**src/rtl/wb_reg_slave.sv**
```systemverilog
// wb_reg_slave: Wishbone classic-cycle register slave for the SPI master core.
// Holds NREG general words, a sticky IRQ status register (write-1-to-clear),
// an IRQ enable mask, programmable wait states and optional error termination.
// Optional feature macro: WB_REG_SLAVE_ERR_EN. When it is defined, an
// out-of-range index or an empty byte select ends the transfer with wb_err_o.
// When it is undefined, those transfers are acked, writes are dropped and
// reads return 0.
module wb_reg_slave #(
  parameter int DW    = 32,
  parameter int AW    = 5,
  parameter int NREG  = 6,
  parameter int WAIT  = 0,
  parameter int IRQ_W = 8
) (
  input  logic                 wb_clk_i,
  input  logic                 wb_rst_i,
  input  logic [AW-1:0]        wb_adr_i,
  input  logic [DW-1:0]        wb_dat_i,
  output logic [DW-1:0]        wb_dat_o,
  input  logic [DW/8-1:0]      wb_sel_i,
  input  logic                 wb_we_i,
  input  logic                 wb_stb_i,
  input  logic                 wb_cyc_i,
  output logic                 wb_ack_o,
  output logic                 wb_err_o,
  output logic                 wb_int_o,
  output logic [NREG*DW-1:0]   reg_q_o,
  output logic [NREG-1:0]      reg_wr_o,
  input  logic [IRQ_W-1:0]     irq_src_i
);
  localparam int SW = DW/8;
  localparam int IW = AW-2;
  localparam logic [IW-1:0] IDX_STAT  = IW'(NREG);
  localparam logic [IW-1:0] IDX_EN    = IW'(NREG+1);
  localparam logic [3:0]    WAIT_LAST = 4'(WAIT-1);

  typedef enum logic [1:0] {S_IDLE, S_WAIT, S_RESP} state_t;

  state_t state_q, state_d;
  logic [3:0]    cnt_q;
  logic [IW-1:0] adr_q;
  logic [DW-1:0] dat_q;
  logic [SW-1:0] sel_q;
  logic          we_q;

  logic [NREG-1:0][DW-1:0] regs;
  logic [IRQ_W-1:0]        stat_q, en_q, clr;
  logic                    int_q;

  logic          req, commit, wr_go, cur_bad, bad_q, in_resp;
  logic [IW-1:0] cur_adr;
  logic [DW-1:0] cur_dat, wmask, rdata;
  logic [SW-1:0] cur_sel;
  logic          cur_we;

  // Byte-offset address bits carry no information for word registers.
  logic unused_adr;
  assign unused_adr = &{1'b0, wb_adr_i[1:0]};

  assign req     = wb_cyc_i & wb_stb_i;
  assign in_resp = (state_q == S_RESP);

  // Transaction fields: live bus in IDLE (zero-wait commit happens on the
  // request edge itself), captured copy once the request has been taken.
  always_comb begin
    cur_adr = adr_q;
    cur_dat = dat_q;
    cur_sel = sel_q;
    cur_we  = we_q;
    if (state_q == S_IDLE) begin
      cur_adr = wb_adr_i[AW-1:2];
      cur_dat = wb_dat_i;
      cur_sel = wb_sel_i;
      cur_we  = wb_we_i;
    end
  end

  assign cur_bad = (32'(cur_adr) > 32'(NREG+1)) || (cur_sel == '0);
  assign bad_q   = (32'(adr_q)   > 32'(NREG+1)) || (sel_q   == '0);

  // Expand byte selects into a bit mask for the merge.
  always_comb begin
    wmask = '0;
    for (int b = 0; b < SW; b++) wmask[b*8 +: 8] = {8{cur_sel[b]}};
  end

  // Next-state logic; commit marks the edge that enters RESP.
  always_comb begin
    state_d = state_q;
    commit  = 1'b0;
    unique case (state_q)
      S_IDLE: if (req) begin
        if (WAIT == 0) begin
          state_d = S_RESP;
          commit  = 1'b1;
        end else begin
          state_d = S_WAIT;
        end
      end
      S_WAIT: begin
        if (!req) state_d = S_IDLE;
        else if (cnt_q == WAIT_LAST) begin
          state_d = S_RESP;
          commit  = 1'b1;
        end
      end
      S_RESP:  state_d = S_IDLE;
      default: state_d = S_IDLE;
    endcase
  end

  assign wr_go = commit & cur_we & ~cur_bad;

  // State register.
  always_ff @(posedge wb_clk_i) begin
    if (wb_rst_i) state_q <= S_IDLE;
    else          state_q <= state_d;
  end

  // Capture the request and count wait cycles.
  always_ff @(posedge wb_clk_i) begin
    if (wb_rst_i) begin
      adr_q <= '0;
      dat_q <= '0;
      sel_q <= '0;
      we_q  <= 1'b0;
      cnt_q <= '0;
    end else if (state_q == S_IDLE && req) begin
      adr_q <= wb_adr_i[AW-1:2];
      dat_q <= wb_dat_i;
      sel_q <= wb_sel_i;
      we_q  <= wb_we_i;
      cnt_q <= '0;
    end else if (state_q == S_WAIT) begin
      cnt_q <= cnt_q + 4'd1;
    end
  end

  // General registers: byte-lane merge on commit.
  always_ff @(posedge wb_clk_i) begin
    if (wb_rst_i) regs <= '0;
    else if (wr_go) begin
      for (int i = 0; i < NREG; i++)
        if (cur_adr == IW'(i)) regs[i] <= (regs[i] & ~wmask) | (cur_dat & wmask);
    end
  end

  assign clr = (wr_go && cur_adr == IDX_STAT) ? (cur_dat[IRQ_W-1:0] & wmask[IRQ_W-1:0]) : '0;

  // Sticky IRQ status (set beats clear), enable mask, registered interrupt.
  always_ff @(posedge wb_clk_i) begin
    if (wb_rst_i) begin
      stat_q <= '0;
      en_q   <= '0;
      int_q  <= 1'b0;
    end else begin
      stat_q <= (stat_q & ~clr) | irq_src_i;
      if (wr_go && cur_adr == IDX_EN)
        en_q <= (en_q & ~wmask[IRQ_W-1:0]) | (cur_dat[IRQ_W-1:0] & wmask[IRQ_W-1:0]);
      int_q  <= |(stat_q & en_q);
    end
  end

  // Read mux over the captured index.
  always_comb begin
    rdata = '0;
    for (int i = 0; i < NREG; i++)
      if (adr_q == IW'(i)) rdata = regs[i];
    if (adr_q == IDX_STAT) rdata = DW'(stat_q);
    if (adr_q == IDX_EN)   rdata = DW'(en_q);
  end

  assign wb_dat_o = (in_resp && !we_q && !bad_q) ? rdata : '0;
`ifdef WB_REG_SLAVE_ERR_EN
  assign wb_ack_o = in_resp & ~bad_q;
  assign wb_err_o = in_resp &  bad_q;
`else
  assign wb_ack_o = in_resp;
  assign wb_err_o = 1'b0;
`endif
  assign wb_int_o = int_q;
  assign reg_q_o  = regs;

  // Write strobes line up with the termination cycle.
  always_comb begin
    reg_wr_o = '0;
    for (int i = 0; i < NREG; i++)
      reg_wr_o[i] = in_resp & we_q & ~bad_q & (adr_q == IW'(i));
  end
endmodule
```
**config.mk**
```make
export PLATFORM = sky130hd
export DESIGN_NAME = wb_reg_slave
export DESIGN_NICKNAME = d
export VERILOG_FILES = /design/src/rtl/wb_reg_slave.sv
export SDC_FILE = /design/constraint.sdc
export NUM_CORES = 1
export LEC_CHECK = 0
export CAP_MARGIN = 20
export CORE_ASPECT_RATIO = 2
export CORE_MARGIN = 2
export CORE_UTILIZATION = 59
export DETAILED_ROUTE_END_ITERATION = 7
export DONT_BUFFER_PORTS = 1
export GPL_TIMING_DRIVEN = 0
export MAX_ROUTING_LAYER = met4
export PLACE_DENSITY = 0.86
export SETUP_SLACK_MARGIN = 0.02
export SYNTH_ARGS = -nofsm -noshare
export SYNTH_HDL_FRONTEND = slang
export SYNTH_SLANG_ARGS = --single-unit
```
**constraint.sdc**
```tcl
create_clock -name wb_clk_i -period 2.8 [get_ports wb_clk_i]
set_clock_uncertainty 0.2 [all_clocks]
set_input_delay 0.56 -clock wb_clk_i [delete_from_list [all_inputs] [get_ports wb_clk_i]]
set_output_delay 0.56 -clock wb_clk_i [all_outputs]
set_load 0.05 [all_outputs]
```
After elaboration in Yosys (flattened, before gate mapping)
Index checks and enable logic that the tools add are counted.
{"block": "totals", "ff_bits": 255, "in_bits": 54, "out_inout_bits": 233, "word_cells": 113}
{"block": "classes", "n_addsub": 1, "eq_ne": 19, "n_mux": 22, "bitwise": 35, "n_reduce_logical": 21}
{"cell": "$mux 32", "n": 10}
{"cell": "$and 32x32->32", "n": 7}
{"cell": "$or 32x32->32", "n": 6}
{"cell": "$and 8x8->8", "n": 4}
{"cell": "$not 32->32", "n": 1}
{"cell": "$eq 3x3->1 const B", "n": 8}
{"cell": "$not 8->8", "n": 2}
{"cell": "$or 8x8->8", "n": 2}
{"cell": "$reduce_and 2->1", "n": 7}
{"cell": "$eq 3x2->1 const B", "n": 4}
{"cell": "$and 1x1->1", "n": 11}
{"cell": "$logic_not 4->1", "n": 2}
{"cell": "$mux 8", "n": 1}
{"cell": "$reduce_or 8->1", "n": 1}
{"cell": "$eq 3x1->1 const B", "n": 2}
{"cell": "$logic_not 3->1", "n": 2}
{"cell": "$mux 2", "n": 3}
{"cell": "$logic_and 1x1->1", "n": 5}
{"cell": "$add 4x1->4 const B", "n": 1}
{"cell": "$eq 4x4->1 const B", "n": 1}
{"cell": "$mux 1", "n": 4}
{"cell": "$mux 4", "n": 1}
{"cell": "$pmux 2 s2", "n": 1}
{"cell": "$mux 3", "n": 1}
{"cell": "other kinds (9)", "n": 11}

Logic depth before layout (Yosys ltp)
Gate-level depths: netlist of the first run.
{"block": "depth", "depth_word": 11, "depth_mapped": 8, "depth_no_buf": 4}

Least setup slack after synthesis of the first run
Ideal clock, no wire load.
{"block": "synth_path", "path_kind": "reg2out", "startpoint": "reg state_q[1]", "endpoint": "out wb_dat_o[3]", "t_arrival_ns": 2.924, "t_required_ns": 2.040, "slack_ns": -0.884, "path_stages_with_launch": 8, "path_buffers": 3, "cell_sequence": "dfxtp_1 -> buf_6 -> buf_4 -> buf_4 -> o41ai_1 -> nor2_1 -> o21ai_0 -> a211oi_1"}
{"block": "synth_via", "elab_chain_len": 4}
{"element": "start, declared", "line_no": "39", "source": "state_t state_q, state_d;"}
{"element": "start signal, assigned", "line_no": "117", "source": "else state_q <= state_d;"}
{"element": "$eq 2x2->1", "line_no": "61", "source": "assign in_resp = (state_q == S_RESP);"}
{"element": "$logic_and 1x1->1 (2 in a row)", "line_no": "173", "source": "assign wb_dat_o = (in_resp && !we_q && !bad_q) ? rdata : '0;"}
{"element": "$mux 32", "line_no": "173"}
{"element": "end, declared", "line_no": "19", "source": "output logic [DW-1:0] wb_dat_o,"}
Every way passes these cells.

Worst setup path after layout of the first run
{"block": "layout_path", "startpoint": "reg state_q[1]", "endpoint": "out reg_wr_o[0]"}
{"block": "layout_via", "elab_chain_len": 4}
{"element": "$eq 2x2->1", "line_no": "61"}
{"element": "$and 1x1->1 (3 in a row)", "line_no": "188", "source": "reg_wr_o[i] = in_resp & we_q & ~bad_q & (adr_q == IW'(i));"}
{"element": "end, declared", "line_no": "28", "source": "output logic [NREG-1:0] reg_wr_o,"}
Every way passes these cells.

==> results.rst, run 1 <==
.. list-table::
   :header-rows: 1

   * - Metric
     - Value
   * - Count of final setup violators
     - 38
   * - Post-synthesis compound-gate area fraction
     - 12.2%
   * - Maximum Capacitance Violations
     - 0
   * - Worst Setup Start Kind
     - flop
   * - First-pass GRT wire length
     - 69.7 mm
   * - Number of synthesized flops with an enable pin
     - 0
   * - Number of library cell types mapped by synthesis
     - 57
   * - Worst setup EP type
     - primary output
   * - Data required time at the worst endpoint
     - 2040 ps
   * - Number of global-route vias before repair
     - 11.6k
   * - Number of buffers created by CTS
     - 23
   * - Maximum number of pins on one net before global-route repair
     - 19
   * - Synth top area share
     - 41.9%
   * - RSZ-0062 raised after global routing
     - true
   * - Failing checks
     - negative setup slack
   * - Mapped Area
     - 0.0119 mm^2
   * - Number of cells produced by synthesis
     - 1257
   * - Post-layout nets
     - 1414
   * - Cell with the biggest individual delay on the critical path
     - sky130_fd_sc_hd__nor3_4
   * - Share of synthesized area occupied by flip-flops and latches
     - 41.9%
   * - Flops & latches, synth
     - 250
   * - Layout cell share with drive strength beyond 1
     - 22.0%
   * - Area of the die
     - 0.0215 mm^2
   * - DR vias
     - 11.1k
   * - Cell area after layout
     - 0.0151 mm^2
   * - I/O pin count
     - 287
   * - Type of the worst setup path
     - flop to primary output
   * - Final weighted congestion of routability-driven global placement
     - 0.994
   * - Fraction of registers with async set/reset
     - 0%
   * - Worst setup slack after layout
     - -315 ps
   * - Biggest area consumer among synthesized cells
     - sky130_fd_sc_hd__dfxtp_1
   * - Power per Cell Area
     - 511 mW/mm^2
   * - Proportion of synthesized area in mux cells
     - 22.6%
   * - Simple-gate share of the synthesized area
     - 18.9%
   * - Antenna viol nets, final
     - 0
   * - Crit-path cells
     - buf_12 -> buf_12 -> o41ai_4 -> or3_4 -> nor3_4
   * - Post-Synth XOR/XNOR Area
     - 0%
   * - Post-placement cell area
     - 0.0125 mm^2
   * - Number of fill cells
     - 1332
   * - Slowest Stage Delay on Critical Path
     - 550 ps
   * - CTS clock-pin slew for the worst setup and hold paths
     - 70 ps
   * - Warnings, synthesis
     - 0
   * - Worst vdd rail ir drop
     - 0.000595 V
   * - Vias/cell
     - 6.76
   * - Synthesized net count
     - 1311
   * - Fin crit share
     - 111%
   * - Time the worst path needs with I/O delays and setup
     - 3120 ps
   * - Starting Density
     - 60.0%
   * - Endpoints failing hold
     - 0
   * - Total number of H-tree levels
     - 1
   * - Residual DRC
     - 0
   * - Area taken by multi-input logic gates
     - 0.00723 mm^2
   * - Path type of the worst min-delay path
     - input port to flop
   * - Post-place setup slack
     - -850 ps
   * - Die Ht
     - 205 um
   * - Die X-Extent
     - 105 um
   * - Detailed-route wire length per cell
     - 29.2 um
   * - Fin util
     - 75.6%
   * - Global router's overall resource usage
     - 44.1%
   * - Maximum buffer depth of the clock tree
     - 3
   * - Max Clock Freq
     - 0.321 GHz
   * - Signed area change from the synthesized netlist to the final layout
     - 26.1%
   * - Cell family with most CP delay
     - simple AND/OR/NAND/NOR gates
   * - Adder-cell share of the synthesized area
     - 0%
   * - Final Max Slew Viols
     - 0
   * - Rel. slew slack
     - 19.2%
   * - Count of input and output buffers
     - 0
   * - Antenna violations before repair
     - 1
   * - Status
     - finished with violations
   * - Footprint of the flip-flops and latches
     - 0.00502 mm^2
   * - Detailed-placement wirelength estimate
     - 32.2 mm
   * - Critical path peak fanout
     - 6
   * - Wirelength, routed
     - 47.9 mm
   * - Worst EP arrival
     - 2360 ps
   * - Total iterations of the first detailed-routing run
     - 6
   * - Crit-path most repeated cell
     - sky130_fd_sc_hd__buf_12
   * - Number of core rows
     - 73
   * - Main combinational cell family by area after synthesis
     - multiplexers
   * - Worst Tran Pin Value
     - 1180 ps
   * - Number of sinks on the clock net
     - 250
   * - Global route overflow
     - 0
   * - LEAKAGE
     - 5.75 nW
   * - Worst skew pair latency
     - 530 ps
   * - Mean cell area of the mapped netlist
     - 9.50 um^2
   * - Top post-synthesis cells by area
     - sky130_fd_sc_hd__dfxtp_1 42%, sky130_fd_sc_hd__mux2i_1 18%, sky130_fd_sc_hd__nand2b_1 7.8%, sky130_fd_sc_hd__a211oi_1 3.6%, sky130_fd_sc_hd__nand2_1 3.4%
   * - Most common flop cell mapped by yosys
     - sky130_fd_sc_hd__dfxtp_1
   * - CTS root buffer
     - sky130_fd_sc_hd__clkbuf_16
   * - Iter 0 DRT Violations
     - 999
   * - Sum of buffers and inverters on the critical path
     - 2
   * - TritonCTS clock tree
     - done
   * - Core region area
     - 0.0199 mm^2
path summary, 6_finish.rpt:
kind	from	end	slack [ps]	depth (start not counted)
max	state_q[1]	reg_wr_o[0]	-320	5
min	irq_src_i[1]	stat_q[1]	4	2
max reg2reg	state_q[1]	flop	50	7
min reg2reg	dat_q[19]	dat_q[19]	260	2
cell families (layout without fill, tap and decap cells):
| group | Yosys count | in the layout |
|---|---|---|
| DFF | 250 | 250 |
| AOI/OAI and AO/OA | 205 | 205 |
| muxes | 251 | 251 |
| buffers and inverters | 121 | 239 |
| other | 1 | 2 |
| and+or+nand+nor | 429 | 429 |
per-layer routing:
| metal | share of wire, % | global-route usage, % | vias to the layer above | routed length (um) |
|---|---|---|---|---|
| met2 | 49 | 73.5 | 816 | 23400 |
| met5 | 0 | - | - | 0 |
| li1 | - | - | 4601 | - |
| met3 | 11 | 14.1 | 369 | 5050 |
| met1 | 29 | 39.4 | 5282 | 14100 |
| met4 | 11 | 40.4 | 0 | 5420 |
Yosys cell counts, drive strengths merged (2+ instances only):
| cell | instances |
|---|---|
| o21ai | 21 |
| a22oi | 11 |
| or2 | 33 |
| o31a | 4 |
| a32oi | 4 |
| and3 | 2 |
| a21oi | 68 |
| nand2 | 108 |
| inv | 6 |
| a211oi | 59 |
| nand3b | 2 |
| mux4 | 12 |
| a41oi | 2 |
| o221ai | 16 |
| a2111oi | 4 |
| and2 | 4 |
| buf | 44 |
| nor3b | 2 |
| or3b | 2 |
| or3 | 18 |
| nand4b | 2 |
| mux2 | 26 |
| o22ai | 5 |
| nand4 | 2 |
| dfxtp | 250 |
| o211a | 4 |
| nor2b | 2 |
| nor3 | 7 |
| nand2b | 148 |
| nand3 | 5 |
| clkbuf | 71 |
| nor2 | 87 |
| mux2i | 213 |
worst register-to-register path, delay by kind of cell, from the launching register on:
kind,cells,cell delay [ps]
buf+inv,3,680
simple gates,2,430
compound gates,2,910
flops,1,430
through the flow:
step | total power, W | instances | hold WS [ps] | TNS [ps]
finish | 0.00769 | 1638 | 3.88 | -8470
global route | 0.00784 | 1638 | 8.64 | -9250
floorplan | 0.00417 | 1257 | 236 | -65.4
CTS | 0.00761 | 1631 | 4.24 | -6590
detailed placement | 0.00437 | 1519 | 246 | -24600
global placement | 0.00435 | 1519 | 241 | -24220
cell usage in the layout, fill, tap and decap left out, drive strengths merged, types with 16 or more instances in the layout:
cell / instances
a211oi: 59
a21oi: 68
buf: 84
clkbuf: 107
dfxtp: 250
dlygate4sd3: 38
mux2: 26
mux2i: 213
nand2: 108
nand2b: 148
nor2: 87
o21ai: 21
o221ai: 16
or2: 33
or3: 18
where the power goes:
part           switching, W  internal [W]  leakage, nW
combinational      0.000487      0.000327         3.36
clock               0.00140       0.00177        0.360
sequential        0.0000995       0.00360         2.03
total               0.00199       0.00570         5.75
cell type report:
cell class	count	share of cell area, %
multi-input cells	886	48.0
plain buffers	112	5.59
inverters	6	0.150
flip-flops and latches	250	33.4
repair buffers	81	5.79
clock buffers	36	4.55
well taps	262	2.18
diodes	1	0.0166
clock inverters	4	0.324
timing repair:
item,4_1_cts,5_1_grt
resized for setup,243,29
setup endpoints to repair,38,68
buffers inserted,33,7
gates cloned,4,0
hold endpoints to repair,38,0
pin swaps,32,21
hold buffers,38,0
No activity file was read; power rests on OpenSTA's default activity.
==> run 2, diff against run 1 <==
--- a/config.mk
+++ b/config.mk
@@ -8,12 +8,12 @@
 export CAP_MARGIN = 20
 export CORE_ASPECT_RATIO = 2
 export CORE_MARGIN = 2
-export CORE_UTILIZATION = 59
+export CORE_UTILIZATION = 35
 export DETAILED_ROUTE_END_ITERATION = 7
 export DONT_BUFFER_PORTS = 1
 export GPL_TIMING_DRIVEN = 0
 export MAX_ROUTING_LAYER = met4
-export PLACE_DENSITY = 0.86
+export PLACE_DENSITY = 0.6
 export SETUP_SLACK_MARGIN = 0.02
 export SYNTH_ARGS = -nofsm -noshare
 export SYNTH_HDL_FRONTEND = slang
==> results.rst, run 2 (synthesis gave the netlist of run 1 again) <==
.. list-table::
   :header-rows: 1

   * - Metric
     - Value
   * - Status
     - finished with violations
   * - Failing checks
     - negative setup slack
   * - RSZ-0062 raised after global routing
     - true
   * - Core region area
     - 0.0336 mm^2
   * - Final weighted congestion of routability-driven global placement
     - 0.900
   * - Die Ht
     - 265 um
   * - Power Internal
     - 0.00605 W
   * - Worst Tran Pin Value
     - 1200 ps
   * - Data required time at the worst endpoint
     - 2040 ps
   * - CTS root buffer
     - sky130_fd_sc_hd__clkbuf_16
   * - Fin crit share
     - 114%
   * - Time the worst path needs with I/O delays and setup
     - 3190 ps
   * - Critical path peak fanout
     - 6
   * - Final Max Slew Viols
     - 0
   * - Combinational power share
     - 9.8%
   * - Most common cell after layout, fill and taps aside
     - sky130_fd_sc_hd__dfxtp_1
   * - Number of core rows
     - 95
   * - Worst Setup Start Kind
     - flop
   * - Worst EP arrival
     - 2430 ps
   * - TritonCTS clock tree
     - done
   * - Global route overflow
     - 0
   * - Wirelength, routed
     - 51.8 mm
   * - Path type of the worst min-delay path
     - input port to flop
   * - Antenna violations before repair
     - 1
   * - Endpoints failing hold
     - 0
   * - Switching power total
     - 0.00210 W
   * - Number of sinks on the clock net
     - 250
   * - Die X-Extent
     - 135 um
   * - Worst skew pair latency
     - 550 ps
   * - Worst setup slack after layout
     - -389 ps
   * - Layout cell share with drive strength beyond 1
     - 21.0%
   * - LEAKAGE
     - 5.75 nW
   * - Sequential Power Share
     - 45.4%
   * - Power share of the clock group
     - 44.8%
   * - Post-place setup slack
     - -977 ps
   * - DR vias
     - 10.3k
   * - Max Clock Freq
     - 0.314 GHz
   * - Antenna viol nets, final
     - 0
   * - Maximum buffer depth of the clock tree
     - 3
   * - Vias/cell
     - 5.65
   * - Power per Cell Area
     - 536 mW/mm^2
   * - Count of input and output buffers
     - 0
   * - Worst setup EP type
     - primary output
   * - Met2 usage in global routing
     - 54.3%
   * - Global-route track usage on met3
     - 7.01%
   * - Area of the die
     - 0.0357 mm^2
   * - Maximum Capacitance Violations
     - 0
   * - Count of final setup violators
     - 38
   * - Starting Density
     - 35.5%
   * - Type of the worst setup path
     - flop to primary output
   * - Number of fill cells
     - 3197
   * - Detailed-route wire length per cell
     - 28.5 um
   * - Number of buffers created by CTS
     - 25
   * - Total iterations of the first detailed-routing run
     - 5
   * - Global router's overall resource usage
     - 29.1%
   * - Signed area change from the synthesized netlist to the final layout
     - 27.3%
   * - Global-route layer with the greatest usage
     - met2
   * - Met1 track demand over resource in global routing
     - 25.8%
   * - Commonest cells after routing, fill and taps aside
     - 243 x sky130_fd_sc_hd__dfxtp_1, 208 x sky130_fd_sc_hd__mux2i_1, 146 x sky130_fd_sc_hd__nand2b_1
   * - Post-layout nets
     - 1417
   * - Rel. slew slack
     - 17.4%
   * - I/O pin count
     - 287
   * - Detailed-placement wirelength estimate
     - 38.2 mm
   * - Switching part of the total
     - 25.8%
   * - CTS clock-pin slew for the worst setup and hold paths
     - 70 ps
   * - Residual DRC
     - 0
   * - Worst vdd rail ir drop
     - 0.000493 V
   * - Maximum number of pins on one net before global-route repair
     - 16
   * - Number of global-route vias before repair
     - 10.7k
   * - Iter 0 DRT Violations
     - 608
   * - Total number of H-tree levels
     - 1
   * - Fin util
     - 45.2%
   * - First-pass GRT wire length
     - 72.9 mm
run 2: cell count changes in the layout (fill, tap and decap cells not counted), sizes merged, moves of 2 or more:
cell         delta
bufinv          +2
diode           +2
buf             -7
dlygate4sd3     +8
clkinvlp        +3
run 2: power by group through the flow:
stage | registers, W | clock network, W | logic, W
4_1_cts | 0.00370 | 0.00371 | 0.000779
2_1_floorplan | 0.00376 | 0 | 0.000410
6_report | 0.00370 | 0.00365 | 0.000799
3_3_place_gp | 0.00377 | 0 | 0.000621
3_5_place_dp | 0.00378 | 0 | 0.000632
5_1_grt | 0.00371 | 0.00383 | 0.000837
run 2: cell type report:
| cell class | instances | area, um^2 | share of cell area [%] |
|---|---|---|---|
| clock buffer | 35 | 743 | 4.89 |
| buffer | 113 | 832 | 5.47 |
| multi-input combinational | 886 | 7030 | 46.3 |
| inverter | 6 | 26.3 | 0.173 |
| sequential | 250 | 5020 | 33.0 |
| tap | 436 | 546 | 3.59 |
| antenna | 3 | 7.51 | 0.0494 |
| timing repair buffer | 81 | 863 | 5.68 |
| clock inverter | 9 | 133 | 0.873 |
run 2: layer usage:
| metal | vias up | wire length, um |
|---|---|---|
| met5 | - | 0 |
| met4 | 0 | 3690 |
| met3 | 158 | 3700 |
| met2 | 452 | 28200 |
| met1 | 5051 | 16300 |
| li1 | 4624 | - |
run 2: worst max-delay path, stage by stage, from the launching register on:
cell and delay [ps]:
sky130_fd_sc_hd__dfxtp_4 500, sky130_fd_sc_hd__buf_6 150, sky130_fd_sc_hd__buf_12 90, sky130_fd_sc_hd__buf_12 90, sky130_fd_sc_hd__o41ai_4 100, sky130_fd_sc_hd__nor2_4 160
sky130_fd_sc_hd__buf_12 150, sky130_fd_sc_hd__clkbuf_16 160, sky130_fd_sc_hd__o21ai_4 60, sky130_fd_sc_hd__a21oi_4 410
run 2: path summary, 6_finish.rpt:
check / start / end / slack (ps) / cells past startpoint
setup / recovery: state_q[1] / wb_dat_o[15] / -390 / 9
hold / removal: irq_src_i[0] / stat_q[0] / 20 / 2
setup reg to reg: state_q[1] / flop / 60 / 8
hold reg to reg: dat_q[31] / dat_q[31] / 260 / 2
run 2: through the flow:
step | instances | cell area (um^2) | hold WS [ps] | TNS (ps) | total power [W]
finish | 1819 | 15200 | 20.5 | -11520 | 0.00815
global route | 1819 | 15200 | 19.7 | -13490 | 0.00837
CTS | 1805 | 15000 | 0.157 | -11690 | 0.00818
detailed placement | 1695 | 12700 | 247 | -30470 | 0.00441
global placement | 1693 | 12700 | 242 | -31240 | 0.00440
floorplan | 1257 | 12200 | 236 | -65.4 | 0.00417
run 2: timing repair:
item | in CTS | in global routing
buffers inserted | 20 | 12
hold buffers | 46 | 0
endpoints found under the hold margin | 46 | 0
pin swaps | 15 | 14
resized for setup | 198 | 31
endpoints found under the setup margin | 40 | 39
cloned | 2 | 0
==> run 3, diff against run 2 <==
--- a/config.mk
+++ b/config.mk
@@ -7,7 +7,6 @@
 export LEC_CHECK = 0
 export CAP_MARGIN = 20
 export CORE_ASPECT_RATIO = 2
-export CORE_MARGIN = 2
 export CORE_UTILIZATION = 35
 export DETAILED_ROUTE_END_ITERATION = 7
 export DONT_BUFFER_PORTS = 1
==> results.rst, run 3 (synthesis gave the netlist of run 1 again) <==
.. list-table::
   :header-rows: 1

   * - Metric
     - Value
   * - Worst-case reg-to-reg path depth
     - 5
   * - Number of sinks on the clock net
     - 250
   * - Final Max Slew Viols
     - 0
   * - Status
     - finished with violations
   * - Count of input and output buffers
     - 0
   * - Core region area
     - 0.0336 mm^2
   * - Power Internal
     - 0.00598 W
   * - Detailed-placement wirelength estimate
     - 37.9 mm
   * - Detailed-route wire length per cell
     - 28.2 um
   * - LEAKAGE
     - 5.84 nW
   * - Most common cell after layout, fill and taps aside
     - sky130_fd_sc_hd__dfxtp_1
   * - Failing checks
     - negative setup slack
   * - Power share of the clock group
     - 44.0%
   * - Starting Density
     - 35.5%
   * - Maximum number of pins on one net before global-route repair
     - 19
   * - Data required time at the worst endpoint
     - 2040 ps
   * - TritonCTS clock tree
     - done
   * - Setup Total Neg Slack
     - -7940 ps
   * - Die X-Extent
     - 133 um
   * - Die Ht
     - 263 um
   * - RSZ-0062 raised after global routing
     - true
   * - Endpoints failing hold
     - 0
   * - Maximum buffer depth of the clock tree
     - 3
   * - Cell count of the worst hold path
     - 2
   * - Switching power total
     - 0.00212 W
   * - Iter 0 DRT Violations
     - 607
   * - Critical path peak fanout
     - 6
   * - Total iterations of the first detailed-routing run
     - 5
   * - Worst setup slack after layout
     - -285 ps
   * - Worst setup EP type
     - primary output
   * - Type of the worst setup path
     - flop to primary output
   * - Power per Cell Area
     - 525 mW/mm^2
   * - I/O pin count
     - 287
   * - Worst EP arrival
     - 2330 ps
   * - Number of buffers created by CTS
     - 25
   * - Final weighted congestion of routability-driven global placement
     - 0.908
   * - Path type of the worst min-delay path
     - input port to flop
   * - Switching part of the total
     - 26.2%
   * - Signed area change from the synthesized netlist to the final layout
     - 29.1%
   * - DR vias
     - 10.3k
   * - Post-placement cell area
     - 0.0127 mm^2
   * - Layout cell share with drive strength beyond 1
     - 22.1%
   * - Worst skew pair latency
     - 550 ps
   * - Antenna violations before repair
     - 0
   * - Area of the die
     - 0.0349 mm^2
   * - Worst vdd rail ir drop
     - 0.000456 V
   * - Max Clock Freq
     - 0.324 GHz
   * - Post-layout nets
     - 1428
   * - Number of global-route vias before repair
     - 10.8k
   * - Vias/cell
     - 5.63
   * - CTS clock-pin slew for the worst setup and hold paths
     - 70 ps
   * - Antenna viol nets, final
     - 0
   * - Worst Tran Pin Value
     - 1150 ps
   * - Worst Setup Start Kind
     - flop
   * - Maximum Capacitance Violations
     - 0
   * - Fin crit share
     - 110%
   * - Combinational power share
     - 10.3%
   * - Sequential Power Share
     - 45.7%
   * - Number of core rows
     - 95
   * - Rel. slew slack
     - 20.9%
   * - Total number of H-tree levels
     - 1
   * - Time the worst path needs with I/O delays and setup
     - 3090 ps
   * - CTS root buffer
     - sky130_fd_sc_hd__clkbuf_16
   * - Residual DRC
     - 0
   * - Wirelength, routed
     - 51.7 mm
   * - Global router's overall resource usage
     - 30.3%
   * - Cell area after layout
     - 0.0154 mm^2
   * - Overall power consumption
     - 0.00810 W
   * - Commonest cells after routing, fill and taps aside
     - 239 x sky130_fd_sc_hd__dfxtp_1, 209 x sky130_fd_sc_hd__mux2i_1, 146 x sky130_fd_sc_hd__nand2b_1
   * - Fin util
     - 45.8%
   * - Global route overflow
     - 0
   * - First-pass GRT wire length
     - 74.3 mm
   * - Count of final setup violators
     - 38
==> run 3: path summary, 6_finish.rpt <==
path	start	endpoint	slack [ps]
max	state_q[1]	wb_dat_o[15]	-290
min reg2reg	dat_q[13]	dat_q[13]	250
max reg2reg	adr_q[1]	flop	120
min	irq_src_i[6]	stat_q[6]	10
==> run 3: critical path, stage by stage, from the launching register on <==
cell	delay [ps]
sky130_fd_sc_hd__dfxtp_4	510
sky130_fd_sc_hd__buf_12	140
sky130_fd_sc_hd__buf_12	90
sky130_fd_sc_hd__o41ai_4	90
sky130_fd_sc_hd__nor2_2	140
sky130_fd_sc_hd__buf_6	170
sky130_fd_sc_hd__clkbuf_16	170
sky130_fd_sc_hd__o21ai_4	60
sky130_fd_sc_hd__a21oi_4	380
==> run 3: area by class of cell <==
cell class | count | area, um^2
inverters | 6 | 26.3
well taps | 436 | 546
repair buffers | 93 | 1040
flip-flops and latches | 250 | 5020
plain buffers | 112 | 843
fillers | 3161 | 18200
clock buffers | 33 | 696
clock inverters | 12 | 144
diodes | 2 | 5.00
multi-input cells | 886 | 7090
==> run 3: repair_timing <==
action,CTS,global route
cloned,6,0
hold buffers,46,0
pin swaps,30,18
endpoints found under the hold margin,46,0
buffers inserted,30,11
setup endpoints to repair,38,44
resized for setup,228,22
==> run 3: per-layer routing <==
metal	track usage, %	share of wire (%)
met3	7.03	7.2
met2	56.3	54
met1	27.2	32
met4	18.7	7.0
met5	-	0
==> run 3: power by group through the flow <==
stage / registers (W) / clock network, W / logic [W]
floorplan: 0.00376 / 0 / 0.000410
global placement: 0.00377 / 0 / 0.000620
detailed placement: 0.00378 / 0 / 0.000627
CTS: 0.00370 / 0.00361 / 0.000823
global route: 0.00371 / 0.00374 / 0.000875
finish: 0.00370 / 0.00356 / 0.000833
==> run 3: metrics by stage <==
step / setup slack [ps] / std cells / hold slack (ps)
floorplan: -13.1 / 1257 / 236
finish: -285 / 1830 / 14.4
CTS: -306 / 1818 / 0.312
global placement: -1010 / 1693 / 242
detailed placement: -1020 / 1694 / 248
global route: -328 / 1828 / 19.1
